===== src/rtl/icmp_pkg.sv =====
// icmp_pkg: shared state encoding, IPv4/ICMP header constants and the
// ones'-complement helper used by the echo responder.
package icmp_pkg;
  typedef enum logic [2:0] {IDLE, RECV, DROP, CHECK, SEND} state_t;
  localparam logic [7:0] IPV4_VER_IHL = 8'h45;
  localparam logic [7:0] PROTO_ICMP = 8'd1;
  localparam logic [7:0] ICMP_ECHO_REQ = 8'd8;
  localparam logic [7:0] ICMP_ECHO_REPLY = 8'd0;
  localparam int W_SRC = 3;
  localparam int W_DST = 4;
  localparam int W_ICMP = 5;
  localparam int MIN_WORDS = 7;
  function automatic logic [15:0] ones_add16(input logic [15:0] a, input logic [15:0] b);
    logic [16:0] s;
    s = {1'b0, a} + {1'b0, b};
    return s[15:0] + {15'd0, s[16]};
  endfunction
endpackage


===== src/rtl/icmp_pkt_buffer.sv =====
// icmp_pkt_buffer: simple dual-port packet RAM, one write and one registered read per cycle.
module icmp_pkt_buffer #(
  parameter int DEPTH = 128,
  localparam int AW = $clog2(DEPTH)
) (
  input  logic          clk,
  input  logic          i_we,
  input  logic [AW-1:0] i_waddr,
  input  logic [31:0]   i_wdata,
  input  logic          i_re,
  input  logic [AW-1:0] i_raddr,
  output logic [31:0]   o_rdata
);
  logic [31:0] r_mem [DEPTH];
  always_ff @(posedge clk) begin
    if (i_we) r_mem[i_waddr] <= i_wdata;
    if (i_re) o_rdata <= r_mem[i_raddr];
  end
endmodule


===== src/rtl/icmp_echo_responder.sv =====
// icmp_echo_responder: store-and-forward ICMP echo responder on 32-bit Avalon-ST;
// buffers one IPv4 packet, validates it and replays it as an echo reply.
module icmp_echo_responder
  import icmp_pkg::*;
#(
  parameter int DEPTH = 128,
  parameter int CHECK_DST = 0,
  parameter int CNT_W = 16
) (
  input  logic             clk,
  input  logic             reset_n,
  input  logic [31:0]      stream_in_data,
  input  logic [1:0]       stream_in_empty,
  input  logic             stream_in_valid,
  input  logic             stream_in_startofpacket,
  input  logic             stream_in_endofpacket,
  output logic             stream_in_ready,
  output logic [31:0]      stream_out_data,
  output logic [1:0]       stream_out_empty,
  output logic             stream_out_valid,
  output logic             stream_out_startofpacket,
  output logic             stream_out_endofpacket,
  input  logic             stream_out_ready,
  input  logic [31:0]      local_ip,
  output logic [CNT_W-1:0] stat_replies,
  output logic [CNT_W-1:0] stat_drops
);
  localparam int AW = $clog2(DEPTH);
  localparam int IW = AW + 1;
  state_t r_state, w_next;
  logic r_live;
  logic [IW-1:0] r_cnt, r_oidx, w_idx;
  logic [1:0] r_empty;
  logic [7:0] r_vihl, r_proto;
  logic [31:0] r_w3, r_w4, r_w5, w_rdata, w_word;
  logic [15:0] w_csum;
  logic [CNT_W-1:0] r_replies, r_drops;
  logic w_acc, w_ovf, w_take, w_bad, w_last, w_xfer, w_re, w_drop, w_reply;
  logic [AW-1:0] w_raddr;

  assign stream_in_ready = r_live && (r_state == IDLE || r_state == RECV || r_state == DROP);
  assign w_acc = stream_in_valid && stream_in_ready;
  assign w_idx = stream_in_startofpacket ? '0 : r_cnt;
  assign w_ovf = w_idx[AW];
  assign w_take = w_acc && ((r_state == IDLE) ? stream_in_startofpacket : (r_state == RECV && !w_ovf));
  assign w_bad = r_cnt < IW'(MIN_WORDS) || r_vihl != IPV4_VER_IHL || r_proto != PROTO_ICMP ||
                 r_w5[7:0] != ICMP_ECHO_REQ || r_w5[15:8] != 8'h00 || (CHECK_DST != 0 && r_w4 != local_ip);
  assign w_last = (r_oidx + IW'(1)) == r_cnt;
  assign w_xfer = stream_out_valid && stream_out_ready;
  // Read one word ahead so the next word is waiting as soon as the current one transfers.
  assign w_re = r_state == CHECK || w_xfer;
  assign w_raddr = (r_state == CHECK) ? '0 : AW'(r_oidx + IW'(1));
  assign w_csum = ones_add16({r_w5[23:16], r_w5[31:24]}, 16'h0800);

  icmp_pkt_buffer #(.DEPTH(DEPTH)) u_buf (
    .clk(clk), .i_we(w_take), .i_waddr(w_idx[AW-1:0]), .i_wdata(stream_in_data),
    .i_re(w_re), .i_raddr(w_raddr), .o_rdata(w_rdata)
  );

  always_comb begin
    w_next = r_state;
    w_drop = 1'b0;
    w_reply = 1'b0;
    case (r_state)
      IDLE: if (w_acc && stream_in_startofpacket) w_next = stream_in_endofpacket ? CHECK : RECV;
      RECV: if (w_acc) begin
        w_drop = stream_in_startofpacket || (w_ovf && stream_in_endofpacket);
        w_next = w_ovf ? (stream_in_endofpacket ? IDLE : DROP) : (stream_in_endofpacket ? CHECK : RECV);
      end
      DROP: if (w_acc && stream_in_endofpacket) begin
        w_drop = 1'b1;
        w_next = IDLE;
      end
      CHECK: begin
        w_drop = w_bad;
        w_next = w_bad ? IDLE : SEND;
      end
      SEND: if (w_xfer && w_last) begin
        w_reply = 1'b1;
        w_next = IDLE;
      end
      default: w_next = IDLE;
    endcase
  end

  always_ff @(posedge clk or negedge reset_n) begin
    if (!reset_n) begin
      r_state <= IDLE;
      r_live <= 1'b0;
      r_cnt <= '0;
      r_oidx <= '0;
      r_empty <= '0;
      r_vihl <= '0;
      r_proto <= '0;
      r_w3 <= '0;
      r_w4 <= '0;
      r_w5 <= '0;
      r_replies <= '0;
      r_drops <= '0;
    end else begin
      r_state <= w_next;
      r_live <= 1'b1;
      if (w_take) begin
        r_cnt <= w_idx + IW'(1);
        if (stream_in_endofpacket) r_empty <= stream_in_empty;
        if (w_idx == '0) r_vihl <= stream_in_data[7:0];
        if (w_idx == IW'(2)) r_proto <= stream_in_data[15:8];
        if (w_idx == IW'(W_SRC)) r_w3 <= stream_in_data;
        if (w_idx == IW'(W_DST)) r_w4 <= stream_in_data;
        if (w_idx == IW'(W_ICMP)) r_w5 <= stream_in_data;
      end
      r_oidx <= (r_state == CHECK) ? '0 : r_oidx + IW'(w_xfer);
      if (w_drop && r_drops != '1) r_drops <= r_drops + CNT_W'(1);
      if (w_reply && r_replies != '1) r_replies <= r_replies + CNT_W'(1);
    end
  end

  assign w_word = (r_oidx == IW'(W_SRC)) ? r_w4 :
                  (r_oidx == IW'(W_DST)) ? r_w3 :
                  (r_oidx == IW'(W_ICMP)) ? {w_csum[7:0], w_csum[15:8], r_w5[15:8], ICMP_ECHO_REPLY} : w_rdata;
  assign stream_out_valid = r_state == SEND;
  assign stream_out_data = stream_out_valid ? w_word : '0;
  assign stream_out_startofpacket = stream_out_valid && r_oidx == '0;
  assign stream_out_endofpacket = stream_out_valid && w_last;
  assign stream_out_empty = stream_out_endofpacket ? r_empty : 2'b00;
  assign stat_replies = r_replies;
  assign stat_drops = r_drops;
endmodule

===== config.mk =====
export PLATFORM = sky130hd
export DESIGN_NAME = icmp_echo_responder
export DESIGN_NICKNAME = d
export VERILOG_FILES = /design/src/rtl/icmp_pkg.sv /design/src/rtl/icmp_pkt_buffer.sv /design/src/rtl/icmp_echo_responder.sv
export SDC_FILE = /design/constraint.sdc
export NUM_CORES = 2
export LEC_CHECK = 0
export ABC_AREA = 0
export CAP_MARGIN = 15
export CELL_PAD_IN_SITES_DETAIL_PLACEMENT = 2
export CELL_PAD_IN_SITES_GLOBAL_PLACEMENT = 2
export CORE_MARGIN = 2
export CORE_UTILIZATION = 47
export DETAILED_ROUTE_END_ITERATION = 10
export PLACE_DENSITY_LB_ADDON = 0.1
export SLEW_MARGIN = 20
export SYNTH_ARGS = -nofsm -noshare
export SYNTH_HDL_FRONTEND = slang
export SYNTH_SLANG_ARGS = --single-unit

===== constraint.sdc =====
create_clock -name clk -period 6 [get_ports clk]
set_clock_uncertainty 0.05 [all_clocks]
set_input_delay 0.6 -clock clk [delete_from_list [all_inputs] [get_ports clk]]
set_output_delay 0.6 -clock clk [all_outputs]
set_load 0.005 [all_outputs]

==> results.txt <==
In this run the critical register-to-register path is launched from r_state[1]$_DFFE_PN0P_. The clock-pin transition on the worst setup and hold timing paths is 0.06 ns. Counting instances, the worst hold path has a depth of 1. The internal portion of the total power is 0.0506 W.

The largest delay contributor family on the critical path is XOR/XNOR gates. Prior to clock tree synthesis, the placed netlist has a worst setup slack of 0.432 ns. The first-pass iteration count of the detailed router came out at 7.

The number of synthesis warnings is 0. The boundary pin count is 142. The maximum cell stage delay along the critical path is 0.91 ns. The number of sinks handled by clock tree synthesis came out at 4294. The most instantiated flip-flop cell in the synthesis netlist is sky130_fd_sc_hd__edfxtp_1. The initial antenna violation count is 101. The static leakage is 61.6 nW. The count of nets after finishing came out at 11300. The cell area after technology mapping came out at 171000 µm². The remaining global-route overflow came out at 0. The net count after synthesis is 11000. The number of vias after detailed routing came out at 120000. The startpoint identified for the worst hold timing path is stream_in_data[19].

The first global-routing pass estimated 1060 mm of wire. Of the cells placed in the final design, the portion with a size suffix greater than 1 is 0.167. The number of cell instances on the worst register-to-register path is 8. The max-cap check violation count came out at 0. The critical path required time came out at 5.35 ns. In this run the core area contains 221 standard-cell rows. The total power divided by cell area is 355 nW/µm². Each instance of the synthesized netlist takes up on average 15.8 µm².

The initial utilization of the core area, before any placement, comes to 0.473. For this run, the total global-route usage over all layers was measured as 0.413. The worst setup path is of the flip-flop to output pin kind. The number of pins with negative max-slew slack in the final report came out at 0. The maximum buffer depth of the clock tree is 4.

Setup repair after global routing left no endpoint under its margin. The headroom to the max-slew limit is 0.128. The root buffer cell chosen for the clock tree is sky130_fd_sc_hd__clkbuf_16. The distinct cell type count of the synthesized netlist is 101.

The final hold slack is 0.0137 ns. The final estimated routing congestion in global placement is 0.886. The vertical die dimension is 608 µm.

The worst setup path is launched from a flip-flop. Compared with the post-synthesis result, the final layout area differs by 14.5%. In this run the power spent charging and discharging nets is 0.0191 W. The proportion of total power due to net switching is 0.273.

Synthesis handed over a netlist of 10900 instances. The run finished with clean final reports. The total detailed-routing wirelength is 780 mm. The sequential share of power came out at 0.483. The remaining antenna violation count is 0. The total die area came out at 369000 µm². In this run the tool buffered the top-level ports with 109 buffer cells. Adding up every negative setup slack in the final design gives 0 ns. The number of global-route vias before repair came to 125000. The H-tree generated during clock tree synthesis spans 5 levels.

The number of setup violations in the final report came out at 0. In this run the worst path has a maximum fanout of 10. In this run the critical register-to-register path is captured at u_buf.o_rdata[16]$_DFFE_PP_. Data on the critical path arrives at its endpoint at 5.33 ns.

The actual transition at the worst max-transition pin came out at 1.31 ns. TritonCTS built the clock tree. The worst setup path is captured at an output pin.

The buffering stage count on the worst path with inverters included came out at 1. In the finished design, the share of the clock period the worst path needs comes to 0.997. Once layout is complete, the utilization of the core stands at 0.541. The part of the power in combinational logic came out at 0.111. In the final layout, flip-flops and latches occupy 128000 µm². For this run, the register share of the synthesized area comes to 0.748. The total count of hold-check failures in the final report came out at 0. The number of remaining DRC errors came out at 0. The signal on the critical path passes through ha_2, xor2_4, xnor2_1, nand3_1, a2111oi_4, and3_1, and2_1, clkdlybuf4s50_1. The standard cell core area came out at 363000 µm². The achievable clock frequency came out at 0.167 GHz. For hold timing, the worst endpoint is u_buf.r_mem[105][19]$_DFFE_PP_. The count of filler cells inserted in the layout came out at 31700. The overall die width is 608 µm. The least setup slack across all paths after layout is 0.0199 ns.

After detailed routing, the average wire length per cell comes to 47.5 µm. The final HPWL from detailed placement is 442 mm. The clock latency on the worst-skew pair is 1.05 ns. The part of the power in the clock network is 0.406. The number of clock buffers added by TritonCTS is 451.

The post-route minimum period came out at 5.98 ns. The number of DRC markers after the initial detailed-route iteration came out at 20700. Across the VDD grid, the largest voltage drop is 0.252 mV. The number of flops mapped to enable cells by yosys is 4128. The startpoint of the worst setup timing path is r_oidx[1]$_DFF_PN0_. After synthesis, the share of flip-flops with an asynchronous set or reset is 0.0387. The maximum number of pins on one net before global-route repair is 144. The average vias per placed instance came out at 7.29. The area used by multi-input combinational logic is 40700 µm². The min-delay analysis places its worst path in the category primary input to flip-flop.

The slowest stage of the critical path is the sky130_fd_sc_hd__xor2_4 cell. In this run, synthesis produced a sequential element count of 4294. The register-to-register path setup slack came out at 0.24 ns.
==> layout make-up <==
type	count	share of cell area
flip-flops and latches	4294	0.653
clock buffers	561	0.0605
multi-input cells	5710	0.208
inverters	28	0.000574
clock inverters	270	0.0118
well taps	4794	0.0306
diodes	32	0.000408
repair buffers	728	0.0357
==> cell usage after synthesis, types with 30 or more instances <==
| cell type | n | share of area |
|---|---|---|
| sky130_fd_sc_hd__o211ai_1 | 94 | 0.0041 |
| sky130_fd_sc_hd__mux4_2 | 56 | 0.0074 |
| sky130_fd_sc_hd__o21ai_0 | 527 | 0.015 |
| sky130_fd_sc_hd__a211oi_1 | 311 | 0.014 |
| sky130_fd_sc_hd__buf_1 | 72 | 0.0016 |
| sky130_fd_sc_hd__mux2i_1 | 522 | 0.030 |
| sky130_fd_sc_hd__edfxtp_1 | 4128 | 0.72 |
| sky130_fd_sc_hd__a31oi_1 | 150 | 0.0055 |
| sky130_fd_sc_hd__and3_1 | 70 | 0.0026 |
| sky130_fd_sc_hd__nor2_1 | 302 | 0.0066 |
| sky130_fd_sc_hd__dfrtp_1 | 166 | 0.024 |
| sky130_fd_sc_hd__xor2_1 | 33 | 0.0017 |
| sky130_fd_sc_hd__nand2_1 | 859 | 0.019 |
| sky130_fd_sc_hd__o221a_2 | 61 | 0.0040 |
| sky130_fd_sc_hd__or3_1 | 53 | 0.0019 |
| sky130_fd_sc_hd__o22ai_1 | 210 | 0.0077 |
| sky130_fd_sc_hd__nand2b_1 | 59 | 0.0022 |
| sky130_fd_sc_hd__nor2b_1 | 165 | 0.0060 |
| sky130_fd_sc_hd__o221ai_1 | 242 | 0.012 |
| sky130_fd_sc_hd__a21oi_1 | 396 | 0.012 |
| sky130_fd_sc_hd__nor3_1 | 112 | 0.0033 |
| sky130_fd_sc_hd__a22oi_1 | 50 | 0.0022 |
| sky130_fd_sc_hd__buf_2 | 406 | 0.012 |
| sky130_fd_sc_hd__o311ai_0 | 37 | 0.0019 |
| sky130_fd_sc_hd__a211o_1 | 41 | 0.0021 |
| sky130_fd_sc_hd__a2111oi_0 | 30 | 0.0015 |
| sky130_fd_sc_hd__mux2_2 | 319 | 0.021 |
| sky130_fd_sc_hd__a311oi_1 | 114 | 0.0058 |
| sky130_fd_sc_hd__o31ai_1 | 31 | 0.0014 |
| sky130_fd_sc_hd__clkbuf_1 | 334 | 0.0073 |
| sky130_fd_sc_hd__nand3_1 | 272 | 0.0079 |
| sky130_fd_sc_hd__a221oi_1 | 80 | 0.0041 |
==> metrics by stage <==
step | cells | area, µm² | total power, W
5_1_grt | 16400 | 196000 | 0.0704
2_1_floorplan | 10900 | 171000 | 0.0366
3_3_place_gp | 15500 | 182000 | 0.0410
6_report | 16400 | 196000 | 0.0697
3_5_place_dp | 15600 | 182000 | 0.0414
4_1_cts | 16400 | 196000 | 0.0693
==> power groups by stage <==
stage	Sequential, W	Clock [W]	Combinational (W)
6_report	0.0336	0.0283	0.00773
3_3_place_gp	0.0342	0	0.00684
3_5_place_dp	0.0342	0	0.00716
5_1_grt	0.0336	0.0292	0.00763
2_1_floorplan	0.0340	0	0.00266
4_1_cts	0.0336	0.0283	0.00733
==> cell usage in the layout (no fill, tap or decap), types with 94 or more instances in the layout <==
master / n
sky130_fd_sc_hd__o221ai_1: 241
sky130_fd_sc_hd__o22ai_1: 210
sky130_fd_sc_hd__nand3_1: 266
sky130_fd_sc_hd__o211ai_1: 94
sky130_fd_sc_hd__a31oi_1: 150
sky130_fd_sc_hd__nor3_1: 110
sky130_fd_sc_hd__a311oi_1: 111
sky130_fd_sc_hd__nor2_4: 135
sky130_fd_sc_hd__a211oi_1: 310
sky130_fd_sc_hd__buf_4: 522
sky130_fd_sc_hd__nor2_1: 166
sky130_fd_sc_hd__o21ai_0: 527
sky130_fd_sc_hd__nor2b_1: 165
sky130_fd_sc_hd__edfxtp_1: 4128
sky130_fd_sc_hd__mux2_2: 319
sky130_fd_sc_hd__a21oi_1: 394
sky130_fd_sc_hd__buf_12: 99
sky130_fd_sc_hd__nand2_1: 851
sky130_fd_sc_hd__clkinv_1: 117
sky130_fd_sc_hd__clkbuf_1: 98
sky130_fd_sc_hd__mux2i_1: 522
sky130_fd_sc_hd__clkbuf_16: 455
sky130_fd_sc_hd__dfrtp_1: 165
==> logic make-up after synthesis <==
group,Yosys count,synth area share
flops,4294,0.748
buf+inv,863,0.0225
fa+ha+maj,16,0.00117
xor+xnor,65,0.00362
mux,898,0.0589
compound gates,2715,0.111
simple gates,2015,0.0550
other cells,1,0.0000219
==> layer usage <==
layer	wire length [µm]	GRT usage	vias up
met5	386	0	-
met4	57600	0.265	60
met3	88200	0.0976	2434
met2	358000	0.649	9421
met1	276000	0.516	63500
li1	-	-	44200
==> state kept, by name, indices dropped and copies added, names as in the netlist <==
name,count
r_state,3
r_cnt,8
stat_drops,16
u_buf.r_mem,4096
r_w4,32
r_oidx,8
r_w3,32
stat_replies,16
r_proto,8
r_live,1
u_buf.o_rdata,32
r_empty,2
r_w5,32
r_vihl,8
==> how the worst max path moves through the flow <==
stage,end,slack [ns],cells after the start
after CTS,stream_out_empty[0],0.09,8
after detailed placement,u_buf.o_rdata[21]$_DFFE_PP_,0.43,9
final,stream_out_empty[0],0.02,8
after global placement,u_buf.o_rdata[31]$_DFFE_PP_,0.57,10
after floorplan,stream_out_empty[0],1.87,14
after global routing,stream_out_empty[0],0.03,8
==> worst reg2reg max path, stage by stage (launching register included) <==
cell	delay, ns
sky130_fd_sc_hd__dfrtp_1	0.49
sky130_fd_sc_hd__nand3b_1	0.84
sky130_fd_sc_hd__and4_4	0.87
sky130_fd_sc_hd__nand2_1	0.79
sky130_fd_sc_hd__buf_4	0.50
sky130_fd_sc_hd__nor3_1	0.73
sky130_fd_sc_hd__a31oi_1	0.31
sky130_fd_sc_hd__a221oi_1	0.67
sky130_fd_sc_hd__o31ai_1	0.24
==> repair_timing <==
item,4_1_cts,5_1_grt
resized for setup,1,0
buffers inserted,1,0
hold buffers,3,0
setup endpoints to repair,3,0
hold endpoints to repair,98,0
Power figures use the tool's default switching activity.
